[config.mk]
export PLATFORM = sky130hd
export DESIGN_NAME = pwm_capture
export DESIGN_NICKNAME = d
export VERILOG_FILES = /design/src/rtl/pwm_capture.sv
export SDC_FILE = /design/constraint.sdc
export NUM_CORES = 1
export LEC_CHECK = 0
export CELL_PAD_IN_SITES_DETAIL_PLACEMENT = 1
export CELL_PAD_IN_SITES_GLOBAL_PLACEMENT = 2
export CORE_AREA = 2 2 167 104
export DETAILED_ROUTE_END_ITERATION = 10
export DIE_AREA = 0 0 169 106
export DONT_BUFFER_PORTS = 1
export PLACE_DENSITY_LB_ADDON = 0.1
export SYNTH_ARGS = -nofsm -noshare
export SYNTH_HDL_FRONTEND = slang
export SYNTH_SLANG_ARGS = --single-unit
[constraint.sdc]
create_clock -name clk -period 6.8 [get_ports clk]
set_clock_uncertainty 0.05 [all_clocks]
set_input_delay 1.36 -clock clk [delete_from_list [all_inputs] [get_ports clk]]
set_output_delay 1.36 -clock clk [all_outputs]
set_load 0.01 [all_outputs]
[src/rtl/pwm_capture.sv]
// Measures the period, high time and integer duty cycle of an asynchronous PWM input.
// Duty comes from a restoring divider that retires one quotient bit per clock.
module pwm_capture #(
   parameter int unsigned CNT_W       = 12,
   parameter int unsigned SYNC_STAGES = 2
) (
   input  logic             clk,
   input  logic             rst_n,
   input  logic             en,
   input  logic             pwm_in,
   output logic [CNT_W-1:0] period_out,
   output logic [CNT_W-1:0] high_out,
   output logic [6:0]       duty_pct,
   output logic             valid,
   output logic             overflow,
   output logic             missed,
   output logic             signal_lost
);

   localparam int unsigned NumW    = CNT_W + 7;
   localparam int unsigned BitCntW = $clog2(NumW);

   localparam logic [CNT_W-1:0]   CntMax  = {CNT_W{1'b1}};
   localparam logic [CNT_W-1:0]   CntOne  = CNT_W'(1);
   localparam logic [BitCntW-1:0] LastBit = BitCntW'(NumW - 1);
   localparam logic [NumW-1:0]    Hundred = NumW'(100);

   typedef enum logic [1:0] {
      StIdle,
      StMeasure,
      StDivide
   } state_e;

   state_e state_q, state_d;

   logic [SYNC_STAGES-1:0] sync_q, sync_d;
   logic                   prev_q;
   logic                   s;
   logic                   rise;

   logic [CNT_W-1:0]   per_cnt_q, per_cnt_d;
   logic [CNT_W-1:0]   hi_cnt_q, hi_cnt_d;

   // Divider state: num_q holds the dividend and fills with quotient bits from the LSB.
   logic [NumW-1:0]    num_q, num_d;
   logic [CNT_W-1:0]   rem_q, rem_d;
   logic [CNT_W-1:0]   div_q, div_d;
   logic [CNT_W-1:0]   h_q, h_d;
   logic [BitCntW-1:0] bit_cnt_q, bit_cnt_d;

   logic [CNT_W-1:0]   period_q, period_d;
   logic [CNT_W-1:0]   high_q, high_d;
   logic [6:0]         duty_q, duty_d;
   logic               valid_q, valid_d;
   logic               overflow_q, overflow_d;
   logic               missed_q, missed_d;
   logic               signal_lost_q, signal_lost_d;

   logic [CNT_W:0]     trial;
   logic               trial_ge;
   logic [CNT_W-1:0]   rem_step;
   logic [NumW-1:0]    quo_step;
   logic [NumW-1:0]    num_init;
   logic [6:0]         duty_clamp;

   // ---------------------------------------------------------------------------------------------
   // Input synchronizer and rising-edge detect
   // ---------------------------------------------------------------------------------------------
   always_comb begin
      sync_d = {sync_q[SYNC_STAGES-2:0], pwm_in};
      s      = sync_q[SYNC_STAGES-1];
      rise   = s & ~prev_q;
   end

   // ---------------------------------------------------------------------------------------------
   // One restoring-division step
   // ---------------------------------------------------------------------------------------------
   always_comb begin
      trial    = {rem_q, num_q[NumW-1]};
      trial_ge = (trial >= {1'b0, div_q});
      // The remainder always stays below the divisor, so CNT_W bits suffice.
      rem_step = trial_ge ? (trial[CNT_W-1:0] - div_q) : trial[CNT_W-1:0];
      quo_step = {num_q[NumW-2:0], trial_ge};
      duty_clamp = (quo_step > Hundred) ? 7'd100 : quo_step[6:0];
      num_init = NumW'(hi_cnt_q) * Hundred;
   end

   // ---------------------------------------------------------------------------------------------
   // Counters, FSM and result registers
   // ---------------------------------------------------------------------------------------------
   always_comb begin
      state_d    = state_q;
      per_cnt_d  = per_cnt_q;
      hi_cnt_d   = hi_cnt_q;
      num_d      = num_q;
      rem_d      = rem_q;
      div_d      = div_q;
      h_d        = h_q;
      bit_cnt_d  = bit_cnt_q;
      period_d   = period_q;
      high_d     = high_q;
      duty_d     = duty_q;
      valid_d    = 1'b0;
      overflow_d = 1'b0;
      missed_d   = 1'b0;

      if (!en || (state_q == StIdle)) begin
         per_cnt_d = '0;
         hi_cnt_d  = '0;
         if (en && rise) begin
            per_cnt_d = CntOne;
            hi_cnt_d  = CntOne;
         end
      end else if (rise) begin
         per_cnt_d = CntOne;
         hi_cnt_d  = CntOne;
      end else begin
         if (per_cnt_q != CntMax) begin
            per_cnt_d = per_cnt_q + CntOne;
         end
         if (s && (hi_cnt_q != CntMax)) begin
            hi_cnt_d = hi_cnt_q + CntOne;
         end
      end

      unique case (state_q)
         StIdle: begin
            if (en && rise) begin
               state_d = StMeasure;
            end
         end
         StMeasure: begin
            if (rise) begin
               if (per_cnt_q == CntMax) begin
                  valid_d    = 1'b1;
                  overflow_d = 1'b1;
                  period_d   = CntMax;
                  high_d     = hi_cnt_q;
                  duty_d     = 7'd0;
               end else begin
                  state_d   = StDivide;
                  num_d     = num_init;
                  rem_d     = '0;
                  div_d     = per_cnt_q;
                  h_d       = hi_cnt_q;
                  bit_cnt_d = '0;
               end
            end
         end
         StDivide: begin
            num_d     = quo_step;
            rem_d     = rem_step;
            bit_cnt_d = bit_cnt_q + BitCntW'(1);
            // A period that closes while dividing is dropped; the divide carries on.
            if (rise) begin
               missed_d = 1'b1;
            end
            if (bit_cnt_q == LastBit) begin
               state_d  = StMeasure;
               period_d = div_q;
               high_d   = h_q;
               duty_d   = duty_clamp;
               valid_d  = 1'b1;
            end
         end
         default: begin
            state_d = StIdle;
         end
      endcase

      if (!en) begin
         state_d    = StIdle;
         valid_d    = 1'b0;
         overflow_d = 1'b0;
         missed_d   = 1'b0;
         period_d   = period_q;
         high_d     = high_q;
         duty_d     = duty_q;
      end

      // Registered copy of (state == MEASURE && per_cnt saturated).
      signal_lost_d = (state_d == StMeasure) && (per_cnt_d == CntMax);
   end

   always_ff @(posedge clk or negedge rst_n) begin
      if (!rst_n) begin
         state_q       <= StIdle;
         sync_q        <= '0;
         prev_q        <= 1'b0;
         per_cnt_q     <= '0;
         hi_cnt_q      <= '0;
         num_q         <= '0;
         rem_q         <= '0;
         div_q         <= '0;
         h_q           <= '0;
         bit_cnt_q     <= '0;
         period_q      <= '0;
         high_q        <= '0;
         duty_q        <= '0;
         valid_q       <= 1'b0;
         overflow_q    <= 1'b0;
         missed_q      <= 1'b0;
         signal_lost_q <= 1'b0;
      end else begin
         state_q       <= state_d;
         sync_q        <= sync_d;
         prev_q        <= s;
         per_cnt_q     <= per_cnt_d;
         hi_cnt_q      <= hi_cnt_d;
         num_q         <= num_d;
         rem_q         <= rem_d;
         div_q         <= div_d;
         h_q           <= h_d;
         bit_cnt_q     <= bit_cnt_d;
         period_q      <= period_d;
         high_q        <= high_d;
         duty_q        <= duty_d;
         valid_q       <= valid_d;
         overflow_q    <= overflow_d;
         missed_q      <= missed_d;
         signal_lost_q <= signal_lost_d;
      end
   end

   assign period_out  = period_q;
   assign high_out    = high_q;
   assign duty_pct    = duty_q;
   assign valid       = valid_q;
   assign overflow    = overflow_q;
   assign missed      = missed_q;
   assign signal_lost = signal_lost_q;

   a_ovf_valid: assert property (@(posedge clk) disable iff (!rst_n) overflow |-> valid);
   a_duty_rng:  assert property (@(posedge clk) disable iff (!rst_n) duty_pct <= 7'd100);
   a_lost_st:   assert property (@(posedge clk) disable iff (!rst_n)
                                 signal_lost |-> (state_q == StMeasure));

endmodule

==> results.toml, run 1 <==
[status]
status = "finished clean"

[finish]
layout_commonest_cell = "dfrtp_1"
area.sequential_um2 = 3100
stdcell_count = 954
final_cell_mix = "dfrtp_1 (124), nand2_1 (70), ha_1 (60), o21ai_0 (53), inv_1 (52)"
multi_input_area_um2 = 3830
nets = 800
area_growth_pct = 10.6
num_antenna_cells = 0
drive_gt1_frac = 0.0878
n_fill_cell = 1837

[floorplan]
die_x_um = 169
pin_count = 39
start_util = 0.437
rows = 37
die_area_um2 = 17900
core_area_um2 = 16600
fp.dieH_um = 106

[logic_synthesis]
syn-num-nets = 804
ys_async_sr_fraction = 1.00
synth_seq_area_share = 0.429
syn-mean-instance-area_um2 = 9.90
ys_warn_count = 0
syn_area_um2 = 7240
synth_top_family_by_area = "compound AO/OA/AOI/OAI gates"
synth-edff-count = 0
yosys.area_share.simple = 0.154
syn-instance-count = 731
synth-adder-area-share = 0.128
synth-main-ff-cell = "dfrtp_1"
synth_compound_area_frac = 0.165
synth.area.mux_share = 0.0493
ys_types = 62
synth_xor_area_frac = 0.0327
ys_ff_latch = 124

[place]
gp_congestion = 0.795
dp_cells = 922
hpwl_mm = 14.2
pre_cts_ws_ns = 3.17
port_buffers = 0

[sta]
relSlewSlack = 0.289
fin_crit_sh = 0.541
setup_viol = 0
drv_slew = 0
worst_slew_pin_slew_ns = 1.07
rsz0062_at_grt = "false"
fin_ws_ns = 3.12
fmax_mhz = 272
finalSetupTns_ns = 0
final_hold_viol_count = 0
fin_crit_ns = 3.68

[clocking]
cts_resized = 0
clk_latency_ns = 0.43
cts_made_buffers = 17
tritoncts = "built"
holdBufCountCts = 0
clk_pin_slew_ns = 0.06
cts_sinks = 124
cts_setup_buffers = 0
root_buffer = "clkbuf_16"
cts.path.max_buffers = 2
h-tree-depth = 4

[worst_setup_path]
rrSetupSlack_ns = 3.12
cp_common_cell = "ha_1"
crit_chain = "ha_1 > ha_1 > ha_1 > fa_1 > a211oi_1 > o21bai_1 > a31o_2 > a221oi_1 > xnor2_1 > a221oi_1"
worstPathArrival_ns = 3.95
critPathSlowestCell = "dfrtp_1"
critPathLaunchType = "flop"
ff2ff_path_depth = 10
crit_required_ns = 7.07
worst-setup-path-type = "reg -> reg"
reg2reg_from = "hi_cnt_q[0]"
crit_path_start = "hi_cnt_q[0]"
worstSetupEndpointType = "flop"
critPathMaxStageDelay_ns = 0.49
crit_family = "compound AO/OA/AOI/OAI gates"
r2r-end = "num_q[18]"
cp_num_buf_inv = 0
crit_path_max_fanout = 9

[routing]
vias_per_cell = 5.80
drtIter0Drc = 343
first_pass_iters = 6
ant_nets = 0
wl_per_cell_um = 20.6
drt_wl_total_mm = 19.6
drc = 0
vias = 5531

[power]
swShare = 0.360
p_comb_frac = 0.252
p_per_area_nw_per_um2 = 297
p_int_w = 0.00152
ir_drop_v = 0.000174
seqPwrFrac = 0.372
total_leakage_power_nw = 3.67
clkPwrFrac = 0.377
power_switching_w = 0.000855

[hold_path]
hold_depth = 0
worstHoldStart = "sync_q[0]"
hp-class = "reg -> reg"
min_to = "sync_q[1]"

[global_route]
grt_max_degree = 125
antenna_found_initial = 0
grt_remaining_overflow = 0
grt_usage = 0.232
grt_pass1_vias = 5720
grt_pass1_wl_mm = 31.9

[run]
maxCapViolCount = 0
## power by group through the flow
stage / sequential, W / clock [W] / combinational (W)
CTS: 0.000882 / 0.000909 / 0.000598
global placement: 0.000893 / 0 / 0.000572
finish: 0.000882 / 0.000894 / 0.000598
detailed placement: 0.000894 / 0 / 0.000594
global route: 0.000892 / 0.000939 / 0.000672
floorplan: 0.000870 / 0 / 0.000453
## worst max-delay path by stage
stage	endpoint	cells past startpoint	slack, ns
6_report	num_q[18]	10	3.12
5_1_grt	num_q[18]	10	2.92
4_1_cts	num_q[18]	10	3.10
3_5_place_dp	num_q[18]	10	3.17
3_3_place_gp	num_q[18]	12	3.26
2_1_floorplan	num_q[18]	12	3.46
## routing by layer
layer / GRT usage / part of all wire / vias up
met4: 0.0635 / 0.012 / 0
met1: 0.367 / 0.56 / 2807
li1: - / - / 2624
met2: 0.314 / 0.40 / 83
met5: 0 / 0 / -
met3: 0.0484 / 0.035 / 17
## sequential cells by signal (all words and copies together), names as in the netlist
register	flops
num_q	19
valid	1
missed	1
duty_pct	7
high_out	12
div_q	12
overflow	1
signal_lost	1
hi_cnt_q	12
prev_q	1
per_cnt_q	12
sync_q	2
h_q	12
period_out	12
state_q	2
rem_q	12
bit_cnt_q	5
## synth_stat cells (4+ instances only)
library cell / count / area (um^2)
nor2_1: 47 / 176
o211ai_1: 7 / 52.6
a31oi_1: 8 / 50.1
buf_2: 5 / 25.0
mux2i_1: 21 / 210
o31ai_1: 4 / 30.0
a22o_1: 7 / 61.3
nand3_1: 17 / 85.1
and3_1: 5 / 31.3
nand2b_1: 10 / 62.6
xnor2_1: 14 / 123
a21o_1: 10 / 75.1
a221o_1: 7 / 70.1
a21oi_1: 22 / 110
xor2_1: 13 / 114
nor3_1: 17 / 85.1
fa_1: 8 / 160
nand4_1: 10 / 62.6
nand2_1: 70 / 263
mux2_2: 13 / 146
o311ai_0: 4 / 35.0
or3_1: 4 / 25.0
dfrtp_1: 124 / 3100
nor2b_1: 7 / 43.8
a2bb2oi_1: 11 / 96.3
a221oi_1: 4 / 35.0
o21ai_0: 53 / 265
o21bai_1: 4 / 30.0
nand3b_1: 4 / 30.0
ha_1: 61 / 763
a211oi_1: 12 / 90.1
o21a_1: 9 / 67.6
clkbuf_1: 17 / 63.8
inv_1: 52 / 195
## cell type report
type / count / share of cell area
multi-input combinational: 528 / 0.479
sequential: 124 / 0.388
clock buffer: 17 / 0.0532
tap: 214 / 0.0335
inverter: 52 / 0.0244
clock inverter: 15 / 0.0185
timing repair buffer: 4 / 0.00375
## per-stage QoR
step	power (W)	cell area, um^2	hold slack (ns)	utilization
after detailed placement	0.00149	7430	0.295	0.448
after global placement	0.00146	7430	0.294	0.448
after CTS	0.00239	8000	0.315	0.483
after floorplan	0.00132	7240	0.281	-
final	0.00237	8000	0.309	0.483
after global routing	0.00250	8000	0.322	0.483
## cells by family (layout without fill, tap and decap cells)
logic type,Yosys count,in the layout
flip-flops,124,124
multiplexers,34,34
adder cells (fa/ha/maj),69,69
AND/OR/NAND/NOR,222,222
AO/OA/AOI/OAI,176,176
buffers and inverters,79,88
XOR/XNOR,27,27
Power figures use the tool's default switching activity.
==> inputs of run 2 (changes only) <==
- CORE_AREA: 2 2 167 104 -> 2 2 173 107
- DIE_AREA: 0 0 169 106 -> 0 0 175 109
- clock period: 6.8 -> 3.4 ns (I/O delays scaled with it)
==> results.toml, run 2 (synthesis gave the netlist of run 1 again) <==
[sta]
worst_slew_pin_slew_ns = 0.851
fin_crit_sh = 0.983
hold_slack_ns = -0.107
setup_viol = 0
fmax_mhz = 299
fin_crit_ns = 3.34
relSlewSlack = 0.432
finalSetupTns_ns = 0
rsz0062_at_grt = "true"
drv_slew = 0
final_hold_viol_count = 124
fin_ws_ns = 0.0576

[worst_setup_path]
worstSetupEndpointType = "flop"
reg2reg_from = "hi_cnt_q[6]"
critPathLaunchType = "flop"
rrSetupSlack_ns = 0.06
r2r-end = "num_q[18]"
ff2ff_path_depth = 12
crit_required_ns = 3.68
worst-setup-path-type = "reg -> reg"
worstPathArrival_ns = 3.62
crit_path_max_fanout = 4

[place]
hpwl_mm = 15.0
dp_cells = 981
place_area_um2 = 7710
port_buffers = 0
gp_congestion = 0.839
pre_cts_ws_ns = -0.100

[clocking]
cts_sinks = 124
root_buffer = "clkbuf_16"
clk_pin_slew_ns = 0.07
clk_latency_ns = 0.43
cts_made_buffers = 17
cts.path.max_buffers = 2
h-tree-depth = 4
tritoncts = "built"

[finish]
multi_input_area_um2 = 3920
layout_commonest_cell = "dfrtp_1"
stdcell_count = 1016
area.sequential_um2 = 3100
final_cell_mix = "dfrtp_1 (124), nand2_1 (70), ha_1 (58), inv_1 (52), o21ai_0 (51)"
largest_register = "num_q"
n_fill_cell = 1968
area_growth_pct = 15.9
largest_reg_flops = 19
nets = 835
drive_gt1_frac = 0.146
fin_area_um2 = 8390

[floorplan]
die_area_um2 = 19100
pin_count = 39
rows = 38
start_util = 0.410
fp.dieH_um = 109
die_x_um = 175
core_area_um2 = 17600

[routing]
drtIter0Drc = 386
ant_nets = 0
wl_per_cell_um = 20.2
vias_per_cell = 5.59
drc = 0
first_pass_iters = 5
vias = 5675
drt_wl_total_mm = 20.5

[power]
p_per_area_nw_per_um2 = 576
p_total_w = 0.00483
total_leakage_power_nw = 3.84
ir_drop_v = 0.000353

[run]
maxCapViolCount = 0

[global_route]
grt_pass1_wl_mm = 33.2
grt_pass1_vias = 5778
grt_max_degree = 125
grt_usage = 0.228
grt_remaining_overflow = 0
antenna_found_initial = 0

[status]
violations = "negative hold slack"
status = "finished, violations left"

[hold_path]
hp-class = "in -> async"
## run 2: cell count changes in the layout (fill, tap and decap cells not counted), sizes merged
| cell | previous run | this run |
|---|---|---|
| buf | 4 | 39 |
| clkinvlp | 3 | 4 |
| diode | 0 | 1 |
| inv | 63 | 62 |
## run 2: per-layer routing
layer / GRT usage / wire length, um / vias up
met5: 0 / 0 / -
met4: 0.0619 / 127 / 0
met3: 0.0384 / 763 / 8
met2: 0.315 / 8240 / 100
met1: 0.363 / 11400 / 2874
li1: - / - / 2693
## run 2: cell type report
| type | instances | area share |
|---|---|---|
| Multi-Input combinational cell | 528 | 0.468 |
| Sequential cell | 124 | 0.370 |
| Clock buffer | 17 | 0.0507 |
| Tap cell | 240 | 0.0358 |
| Timing Repair Buffer | 39 | 0.0349 |
| Inverter | 52 | 0.0233 |
| Clock inverter | 15 | 0.0175 |
| Antenna cell | 1 | 0.000298 |
## run 2: what timing repair did
| item | CTS | global route |
|---|---|---|
| buffers inserted | 1 | 1 |
| endpoints found under the setup margin | 2 | 5 |
| pin swaps | 4 | 12 |
| endpoints found under the hold margin | 124 | 124 |
| resized for setup | 2 | 16 |
## run 2: how the worst max path moves through the flow
stage | from | endpoint | slack (ns) | depth (start not counted)
finish | hi_cnt_q[6] | num_q[18] | 0.06 | 12
global route | hi_cnt_q[6] | num_q[18] | -0.07 | 12
CTS | hi_cnt_q[4] | num_q[18] | -0.02 | 12
detailed placement | hi_cnt_q[4] | num_q[18] | -0.1 | 12
global placement | hi_cnt_q[4] | num_q[18] | 0.002 | 12
floorplan | hi_cnt_q[4] | num_q[18] | 0.06 | 12
## run 2: power breakdown
part	switching (W)	internal (W)	total (W)	leakage (nW)
Clock	0.000809	0.000973	0.00178	0.270
Sequential	0.000143	0.00162	0.00176	1.63
Combinational	0.000794	0.000494	0.00129	1.94
## run 2: stage by stage
stage,hold slack [ns],util
final,-0.107,0.475
after global routing,-0.131,0.475
after CTS,-0.127,0.470
after detailed placement,0.289,0.437
after global placement,0.289,0.437
after floorplan,0.281,-
## run 2: critical path, stage by stage, from the launching register on
cell,delay (ns)
dfrtp_1,0.42
ha_1,0.31
ha_1,0.27
inv_1,0.04
fa_1,0.47
inv_1,0.05
ha_2,0.19
or3_4,0.39
o21bai_4,0.19
a31o_4,0.27
a221oi_2,0.24
xnor2_1,0.12
a221oi_2,0.24
==> inputs of run 3 (changes only) <==
- SETUP_SLACK_MARGIN: not set -> 0.5
==> results.toml, run 3 (synthesis gave the netlist of run 1 again) <==
[status]
status = "finished, violations left"
violations = "negative hold slack"

[sta]
setup_viol = 0
relSlewSlack = 0.417
fmax_mhz = 302
fin_crit_sh = 0.975
hold_slack_ns = -0.0981
drv_slew = 0
final_hold_viol_count = 124
rsz0062_at_grt = "true"
worst_slew_pin_slew_ns = 0.874
fin_ws_ns = 0.0834
finalSetupTns_ns = 0
fin_crit_ns = 3.32

[routing]
first_pass_iters = 4
vias = 5704
vias_per_cell = 5.59
drt_wl_total_mm = 20.7
wl_per_cell_um = 20.3
drc = 0
ant_nets = 0
drtIter0Drc = 352

[worst_setup_path]
worst-setup-path-type = "reg -> reg"
cp_num_buf_inv = 5
worstPathArrival_ns = 3.60
crit_chain = "ha_4 > ha_4 > inv_2 > fa_1 > inv_2 > ha_4 > or3_4 > buf_4 > buf_6 > o22a_4 > buf_6 > a31oi_4 > nor4b_2 > a211oi_1"
crit_required_ns = 3.68
cp_common_cell = "ha_4"
critPathMaxStageDelay_ns = 0.51
critPathSlowestCell = "fa_1"
worstSetupEndpointType = "flop"
crit_path_max_fanout = 4
critPathLaunchType = "flop"
crit_family = "adder cells"
ff2ff_path_depth = 14
cp.depth = 14

[clocking]
cts_sinks = 124
cts.path.max_buffers = 2
root_buffer = "clkbuf_16"
h-tree-depth = 4
clk_latency_ns = 0.42
tritoncts = "built"
cts_made_buffers = 17
clk_pin_slew_ns = 0.06

[global_route]
grt_pass1_vias = 5887
grt_remaining_overflow = 0
grt_pass1_wl_mm = 33.0
grt_usage = 0.225
antenna_found_initial = 0
grt_max_degree = 125

[place]
hpwl_mm = 14.7
port_buffers = 0
gp_congestion = 0.789
pre_cts_ws_ns = 0.0272
dp_cells = 970

[power]
p_total_w = 0.00484
total_leakage_power_nw = 3.82
power_switching_w = 0.00164
seqPwrFrac = 0.365
ir_drop_v = 0.000433
p_per_area_nw_per_um2 = 554
clkPwrFrac = 0.375
swShare = 0.339
p_comb_frac = 0.260
p_int_w = 0.00320

[floorplan]
die_x_um = 175
die_area_um2 = 19100
start_util = 0.410
fp.dieH_um = 109
pin_count = 39
core_area_um2 = 17600
rows = 38

[finish]
num_antenna_cells = 0
n_fill_cell = 1946
nets = 840
stdcell_count = 1020
layout_commonest_cell = "dfrtp_1"
largest_register = "num_q"
multi_input_area_um2 = 4200
drive_gt1_frac = 0.196
final_cell_mix = "dfrtp_1 (119), nand2_1 (68), o21ai_0 (49), inv_1 (47), nor2_1 (47)"
largest_reg_flops = 19
area_growth_pct = 20.7
area.sequential_um2 = 3110

[hold_path]
hp-class = "in -> async"

[run]
maxCapViolCount = 0
## run 3: cell types whose count changed in the layout (fill, tap and decap cells not counted), sizes merged
cell      before  now
bufinv         0    2
clkbuf        17   19
buf           39   44
clkinvlp       4    2
inv           62   55
clkinv         1    6
diode          1    0
## run 3: worst paths after layout
check	start	to	slack, ns
setup / recovery	hi_cnt_q[5]	num_q[15]	0.08
hold reg to reg	sync_q[0]	sync_q[1]	0.30
hold / removal	rst_n	h_q[11]	-0.1
setup reg to reg	hi_cnt_q[5]	num_q[15]	0.08
max in group asynchronous	rst_n	per_cnt_q[0]	3.19
min in group clk	pwm_in	sync_q[0]	0.23
## run 3: final cells by class
cell class                      count  share of cell area
Multi-Input combinational cell    528               0.481
Sequential cell                   124               0.356
Clock buffer                       19              0.0507
Timing Repair Buffer               44              0.0391
Tap cell                          240              0.0344
Inverter                           52              0.0224
Clock inverter                     13              0.0159
## run 3: layer usage
layer | vias to the layer above | track usage | part of all wire
li1 | 2699 | - | -
met1 | 2909 | 0.352 | 0.53
met2 | 81 | 0.309 | 0.42
met3 | 15 | 0.0457 | 0.039
met4 | 0 | 0.0673 | 0.0094
met5 | - | 0 | 0
## run 3: power by group through the flow
| stage | combinational [W] | sequential (W) | clock (W) |
|---|---|---|---|
| final | 0.00126 | 0.00177 | 0.00181 |
| after global routing | 0.00140 | 0.00179 | 0.00191 |
| after CTS | 0.00125 | 0.00177 | 0.00185 |
| after detailed placement | 0.00124 | 0.00179 | 0 |
| after global placement | 0.00120 | 0.00178 | 0 |
| after floorplan | 0.000906 | 0.00174 | 0 |
## run 3: what timing repair did
| action | in CTS | in global routing |
|---|---|---|
| endpoints found under the setup margin | 13 | 53 |
| pin swaps | 27 | 24 |
| hold endpoints to repair | 124 | 124 |
| gates resized for setup | 33 | 28 |
| buffers inserted | 13 | 5 |
| gates cloned | 0 | 0 |
## run 3: metrics by stage
stage	util	area (um^2)
finish	0.495	8730
global route	0.495	8730
CTS	0.484	8530
detailed placement	0.435	7670
global placement	0.435	7670
floorplan	-	7290
